==> src/rtl/mdu_pkg.sv <==
// Shared types and constants for the multiply/divide unit.
package mdu_pkg;
  localparam int DEF_WIDTH = 32;

  typedef enum logic [2:0] {IDLE, MULT, DIV, FIX, DONE} state_e;

  // Booth decode of {Q[0], q-1}: 01 adds the multiplicand, 10 subtracts it.
  localparam logic [1:0] BOOTH_ADD = 2'b01;
  localparam logic [1:0] BOOTH_SUB = 2'b10;
endpackage

==> src/rtl/mdu_div_core.sv <==
// Restoring divider on operand magnitudes, one quotient bit per step, with sign fix-up.
module mdu_div_core
  import mdu_pkg::*;
#(
  parameter int WIDTH = DEF_WIDTH
) (
  input  logic             clk,
  input  logic             i_rst_n,
  input  logic             i_load,
  input  logic             i_step,
  input  logic             i_fix,
  input  logic [WIDTH-1:0] i_dividend,
  input  logic [WIDTH-1:0] i_divisor,
  output logic [WIDTH-1:0] o_quot,
  output logic [WIDTH-1:0] o_rem
);
  logic [WIDTH-1:0] r_dq;
  logic [WIDTH-1:0] r_rem;
  logic [WIDTH-1:0] r_dvs;
  logic             r_neg_q;
  logic             r_neg_r;

  logic [WIDTH-1:0] w_abs_a;
  logic [WIDTH-1:0] w_abs_b;
  logic [WIDTH:0]   w_trial;
  logic [WIDTH:0]   w_diff;
  logic             w_qbit;

  assign w_abs_a = i_dividend[WIDTH-1] ? -i_dividend : i_dividend;
  assign w_abs_b = i_divisor[WIDTH-1]  ? -i_divisor  : i_divisor;

  // r_dq starts as the dividend and fills with quotient bits from the right.
  assign w_trial = {r_rem, r_dq[WIDTH-1]};
  assign w_diff  = w_trial - {1'b0, r_dvs};
  assign w_qbit  = ~w_diff[WIDTH];

  always_ff @(posedge clk or negedge i_rst_n) begin
    if (!i_rst_n) begin
      r_dq    <= '0;
      r_rem   <= '0;
      r_dvs   <= '0;
      r_neg_q <= 1'b0;
      r_neg_r <= 1'b0;
    end else if (i_load) begin
      r_dq    <= w_abs_a;
      r_rem   <= '0;
      r_dvs   <= w_abs_b;
      r_neg_q <= i_dividend[WIDTH-1] ^ i_divisor[WIDTH-1];
      r_neg_r <= i_dividend[WIDTH-1];
    end else if (i_step) begin
      r_dq  <= {r_dq[WIDTH-2:0], w_qbit};
      r_rem <= w_qbit ? w_diff[WIDTH-1:0] : w_trial[WIDTH-1:0];
    end
  end

  assign o_quot = i_fix ? (r_neg_q ? -r_dq  : r_dq)  : '0;
  assign o_rem  = i_fix ? (r_neg_r ? -r_rem : r_rem) : '0;
endmodule

==> src/rtl/mult_div_unit.sv <==
// Multicycle signed MULT (radix-2 Booth) / DIV (restoring) unit with registered HI/LO results.
module mult_div_unit
  import mdu_pkg::*;
#(
  parameter  int WIDTH = DEF_WIDTH,
  localparam int CNT_W = $clog2(WIDTH) + 1
) (
  input  logic             clk,
  input  logic             reset,
  input  logic             MultCtrl,
  input  logic             DivCtrl,
  input  logic [WIDTH-1:0] op_a,
  input  logic [WIDTH-1:0] op_b,
  output logic             busy,
  output logic             done,
  output logic             div_zero,
  output logic [WIDTH-1:0] hi_res,
  output logic [WIDTH-1:0] lo_res
);
  state_e             r_state;
  state_e             w_state_nxt;
  logic [CNT_W-1:0]   r_cnt;
  logic [WIDTH-1:0]   r_m;
  logic [2*WIDTH:0]   r_acc;
  logic               r_busy;
  logic               r_done;
  logic               r_div_zero;
  logic               r_dz_pend;
  logic [WIDTH-1:0]   r_hi;
  logic [WIDTH-1:0]   r_lo;

  logic               w_last;
  logic               w_mult_start;
  logic               w_div_load;
  logic               w_div0;
  logic               w_div_step;
  logic               w_div_fix;
  logic [WIDTH:0]     w_a_ext;
  logic [WIDTH:0]     w_m_ext;
  logic [WIDTH:0]     w_sum;
  logic [2*WIDTH:0]   w_acc_nxt;
  logic [WIDTH-1:0]   w_quot;
  logic [WIDTH-1:0]   w_rem;

  assign w_last = (r_cnt == CNT_W'(WIDTH - 1));

  always_ff @(posedge clk or negedge reset) begin
    if (!reset) r_state <= IDLE;
    else        r_state <= w_state_nxt;
  end

  always_comb begin
    w_state_nxt  = r_state;
    w_mult_start = 1'b0;
    w_div_load   = 1'b0;
    w_div0       = 1'b0;
    w_div_step   = 1'b0;
    w_div_fix    = 1'b0;
    case (r_state)
      IDLE: begin
        if (MultCtrl) begin
          w_mult_start = 1'b1;
          w_state_nxt  = MULT;
        end else if (DivCtrl) begin
          if (op_b == '0) begin
            w_div0      = 1'b1;
            w_state_nxt = DONE;
          end else begin
            w_div_load  = 1'b1;
            w_state_nxt = DIV;
          end
        end
      end
      MULT: if (w_last) w_state_nxt = DONE;
      DIV: begin
        w_div_step = 1'b1;
        if (w_last) w_state_nxt = FIX;
      end
      FIX: begin
        w_div_fix   = 1'b1;
        w_state_nxt = DONE;
      end
      DONE:    w_state_nxt = IDLE;
      default: w_state_nxt = IDLE;
    endcase
  end

  // A is widened by one bit so subtracting the most negative multiplicand cannot overflow.
  assign w_a_ext = {r_acc[2*WIDTH], r_acc[2*WIDTH:WIDTH+1]};
  assign w_m_ext = {r_m[WIDTH-1], r_m};

  always_comb begin
    case (r_acc[1:0])
      BOOTH_ADD: w_sum = w_a_ext + w_m_ext;
      BOOTH_SUB: w_sum = w_a_ext - w_m_ext;
      default:   w_sum = w_a_ext;
    endcase
  end

  assign w_acc_nxt = {w_sum, r_acc[WIDTH:1]};

  mdu_div_core #(.WIDTH(WIDTH)) u_div (
    .clk        (clk),
    .i_rst_n    (reset),
    .i_load     (w_div_load),
    .i_step     (w_div_step),
    .i_fix      (w_div_fix),
    .i_dividend (op_a),
    .i_divisor  (op_b),
    .o_quot     (w_quot),
    .o_rem      (w_rem)
  );

  always_ff @(posedge clk or negedge reset) begin
    if (!reset) begin
      r_cnt      <= '0;
      r_m        <= '0;
      r_acc      <= '0;
      r_busy     <= 1'b0;
      r_done     <= 1'b0;
      r_div_zero <= 1'b0;
      r_dz_pend  <= 1'b0;
      r_hi       <= '0;
      r_lo       <= '0;
    end else begin
      r_done     <= 1'b0;
      r_div_zero <= 1'b0;
      if (w_mult_start) begin
        r_m    <= op_a;
        r_acc  <= {{WIDTH{1'b0}}, op_b, 1'b0};
        r_cnt  <= '0;
        r_busy <= 1'b1;
      end
      if (w_div_load) begin
        r_cnt  <= '0;
        r_busy <= 1'b1;
      end
      if (w_div0) r_dz_pend <= 1'b1;
      if (r_state == MULT) begin
        r_acc <= w_acc_nxt;
        r_cnt <= r_cnt + CNT_W'(1);
        if (w_last) begin
          r_hi <= w_acc_nxt[2*WIDTH:WIDTH+1];
          r_lo <= w_acc_nxt[WIDTH:1];
        end
      end
      if (w_div_step) r_cnt <= r_cnt + CNT_W'(1);
      if (w_div_fix) begin
        r_hi <= w_rem;
        r_lo <= w_quot;
      end
      if (r_state == DONE) begin
        r_done     <= 1'b1;
        r_div_zero <= r_dz_pend;
        r_dz_pend  <= 1'b0;
        r_busy     <= 1'b0;
      end
    end
  end

  assign busy     = r_busy;
  assign done     = r_done;
  assign div_zero = r_div_zero;
  assign hi_res   = r_hi;
  assign lo_res   = r_lo;
endmodule

==> config.mk <==
export PLATFORM = sky130hd
export DESIGN_NAME = mult_div_unit
export DESIGN_NICKNAME = d
export VERILOG_FILES = /design/src/rtl/mdu_pkg.sv /design/src/rtl/mdu_div_core.sv /design/src/rtl/mult_div_unit.sv
export SDC_FILE = /design/constraint.sdc
export NUM_CORES = 1
export LEC_CHECK = 0
export CAP_MARGIN = 25
export CORE_MARGIN = 3
export CORE_UTILIZATION = 50
export CTS_CLUSTER_SIZE = 30
export DETAILED_ROUTE_END_ITERATION = 8
export PLACE_DENSITY = 0.75
export SYNTH_ARGS = -nofsm -noshare
export SYNTH_HDL_FRONTEND = slang
export SYNTH_SLANG_ARGS = --single-unit
export TNS_END_PERCENT = 1
==> constraint.sdc <==
create_clock -name clk -period 8 [get_ports clk]
set_input_delay 1.2 -clock clk [delete_from_list [all_inputs] [get_ports clk]]
set_output_delay 1.2 -clock clk [all_outputs]
set_load 0.1 [all_outputs]
==> impl_metrics.env <==
export IMPL_outcome="finished, final reports clean"
export IMPL_num_vias=17363
export IMPL_yosysTopAreaCell="dfrtp_1"
export IMPL_avgSynthCellArea_sq_um=8.214
export IMPL_clock_latency_ns=0.57
export IMPL_dr_pass1_iters=5
export IMPL_cts_buffers=30
export IMPL_ctsRootBufferMaster="clkbuf_16"
export IMPL_criticalPathCategory="reg2reg"
export IMPL_wl_mm=58.83
export IMPL_core_sq_um=35830
export IMPL_synth_nets=2369
export IMPL_grt_max_degree=151
export IMPL_synth_top_cell_area_share=0.3719
export IMPL_yosys_warnings=0
export IMPL_wl_per_cell_um=21.24
export IMPL_relSlewSlack=0.3098
export IMPL_finalMaxSlewViolations=0
export IMPL_period_needed_ns=5.121
export IMPL_fp_dieW_um=197.3
export IMPL_synth_area_leaders="dfrtp_1 (37%), nand2_1 (7.8%), o21ai_0 (5.4%)"
export IMPL_clk_pin_slew_worst_paths_ns=0.06
export IMPL_post_layout_nonfiller_instances=2770
export IMPL_cp_end_kind="flop"
export IMPL_viasPerCell=6.268
export IMPL_dp_cells=2719
export IMPL_hold_viol=0
export IMPL_rsz0062_at_grt="no"
export IMPL_finClkSkew_ns=0.01808
export IMPL_hold_buffers=0
export IMPL_drtIter0Drc=2057
export IMPL_drive_gt1_frac=0.04246
export IMPL_setup_tns_ns=0
export IMPL_postSynthCellCount=2228
export IMPL_ys_flop_type="dfrtp_1"
export IMPL_cap_violations=0
export IMPL_io_buffers=134
export IMPL_crit_required_ns=8.45
export IMPL_setup_violations=0
export IMPL_grt_pass1_vias=16219
export IMPL_fin_crit_sh=0.6401
export IMPL_synthArstFlopShare=1.000
export IMPL_ant_nets=0
export IMPL_hold_class="reg2reg"
export IMPL_start_util=0.5108
export IMPL_antenna_found_initial=1
export IMPL_fmax_mhz=195.3
export IMPL_nets=2431
export IMPL_ios=135
export IMPL_crit_path_max_fanout=8
export IMPL_syn_to_final_growth_pct=14.77
export IMPL_start_kind="flop"
export IMPL_die_height_um=197.3
export IMPL_globalplace_congestion=0.9754
export IMPL_yosysSeqAreaShare=0.3719
export IMPL_cts_setup_buffers=0
export IMPL_cts_tree="built"
export IMPL_grtUsageTotal=0.2941
export IMPL_synth_edff_count=0
export IMPL_die_area_sq_um=38940
export IMPL_rows=69
export IMPL_dp_hpwl_mm=43.47
export IMPL_worst_pin_slew_ns=1.032
export IMPL_syn_cell_area_sq_um=18300
export IMPL_h_tree_depth=1
export IMPL_drc=0
export IMPL_final_cell_mix="nand2_1 (379), dfrtp_1 (272), nor2_1 (200)"
export IMPL_synth_seq_cells=272
export IMPL_final_common_cell="nand2_1"
export IMPL_cts_resized=0
export IMPL_cts_sinks=272
export IMPL_crit_arrival_ns=5.57
export IMPL_clock_path_buffers=3
export IMPL_grt_first_pass_wirelength_mm=91.16
export IMPL_gr_total_overflow=0
export IMPL_ys_types=71
## per-layer routing
| layer | GRT usage | vias up | wire length, um |
|---|---|---|---|
| met4 | 0.1283 | 0 | 2964 |
| met5 | 0 | - | 0 |
| met3 | 0.04673 | 147 | 4305 |
| li1 | - | 8066 | - |
| met1 | 0.4114 | 8404 | 25220 |
| met2 | 0.4545 | 746 | 26350 |
## path summary, 6_finish.rpt
path	cells past startpoint	slack [ns]	endpoint	startpoint
worst min-delay path	2	0.49	u_div.r_dvs[29]	u_div.r_dvs[29]
min in group asynchronous	1	0.71	lo_res[16]	reset
worst min register to register	2	0.49	u_div.r_dvs[29]	u_div.r_dvs[29]
worst max-delay path	18	2.88	hi_res[31]	r_m[0]
max in group asynchronous	2	5.94	r_acc[56]	reset
worst max register to register	18	2.88	hi_res[31]	r_m[0]
## cell type report
| cell class | count | area, sq um |
|---|---|---|
| clock inverter | 6 | 116.4 |
| fill | 3215 | 14820 |
| multi-input combinational | 1756 | 10790 |
| antenna | 1 | 2.502 |
| clock buffer | 44 | 883.3 |
| sequential | 272 | 6807 |
| timing repair buffer | 155 | 1544 |
| inverter | 75 | 281.5 |
| tap | 461 | 576.8 |
## cells in the mapped netlist (all sizes together) (30+ instances only)
master,count
nand2,382
dfrtp,272
nor2,201
o21ai,200
a21oi,126
xnor2,111
clkbuf,109
xor2,93
a31oi,82
inv,73
ha,71
a21o,35
a22oi,35
o31ai,32
nor3,30
## registers in the layout, indices dropped and copies added, names as in the netlist
signal / flops
u_div.r_rem: 32
u_div.r_neg_r: 1
r_cnt: 6
u_div.r_neg_q: 1
r_acc: 65
r_state: 3
busy: 1
done: 1
lo_res: 32
r_dz_pend: 1
hi_res: 32
div_zero: 1
u_div.r_dq: 32
r_m: 32
u_div.r_dvs: 32
## kinds of logic (layout without fill, tap and decap cells)
logic type,count (synthesis),after routing,share of synthesized area
flip-flops,272,272,0.3719
adder cells (fa/ha/maj),73,73,0.05073
XOR/XNOR,204,204,0.09763
AO/OA/AOI/OAI,671,671,0.2347
buffers and inverters,200,280,0.04163
multiplexers,19,19,0.01060
other,0,1,0
AND/OR/NAND/NOR,789,789,0.1928
## critical path: stages, from the launching register on
cell and delay (ns):
dfrtp_1 0.41, inv_1 0.09, ha_1 0.19, nor4b_1 0.55
nor4b_2 0.70, nand2_1 0.20, nor4_1 0.23, nor2_1 0.08
xnor2_1 0.15, ha_1 0.38, nand2_1 0.16, nor2_1 0.10
and4b_1 0.20, o21a_1 0.18, a2111oi_0 0.55, nor2_1 0.10
o211ai_1 0.29, o22ai_1 0.11, a311o_1 0.32
## metrics by stage
stage          setup slack (ns)  hold WS, ns  cell area, sq um  utilization
2_1_floorplan             3.824       0.4498             18300            -
3_3_place_gp              3.069       0.4735             19960       0.5571
3_5_place_dp              2.996       0.4713             20000       0.5583
4_1_cts                   2.957       0.4845             21000       0.5862
5_1_grt                   2.441       0.5206             21010       0.5863
6_report                  2.879       0.4856             21010       0.5863
Power is not shown: default switching activity piles up to over one toggle a cycle in this logic, so the estimate is an artifact.
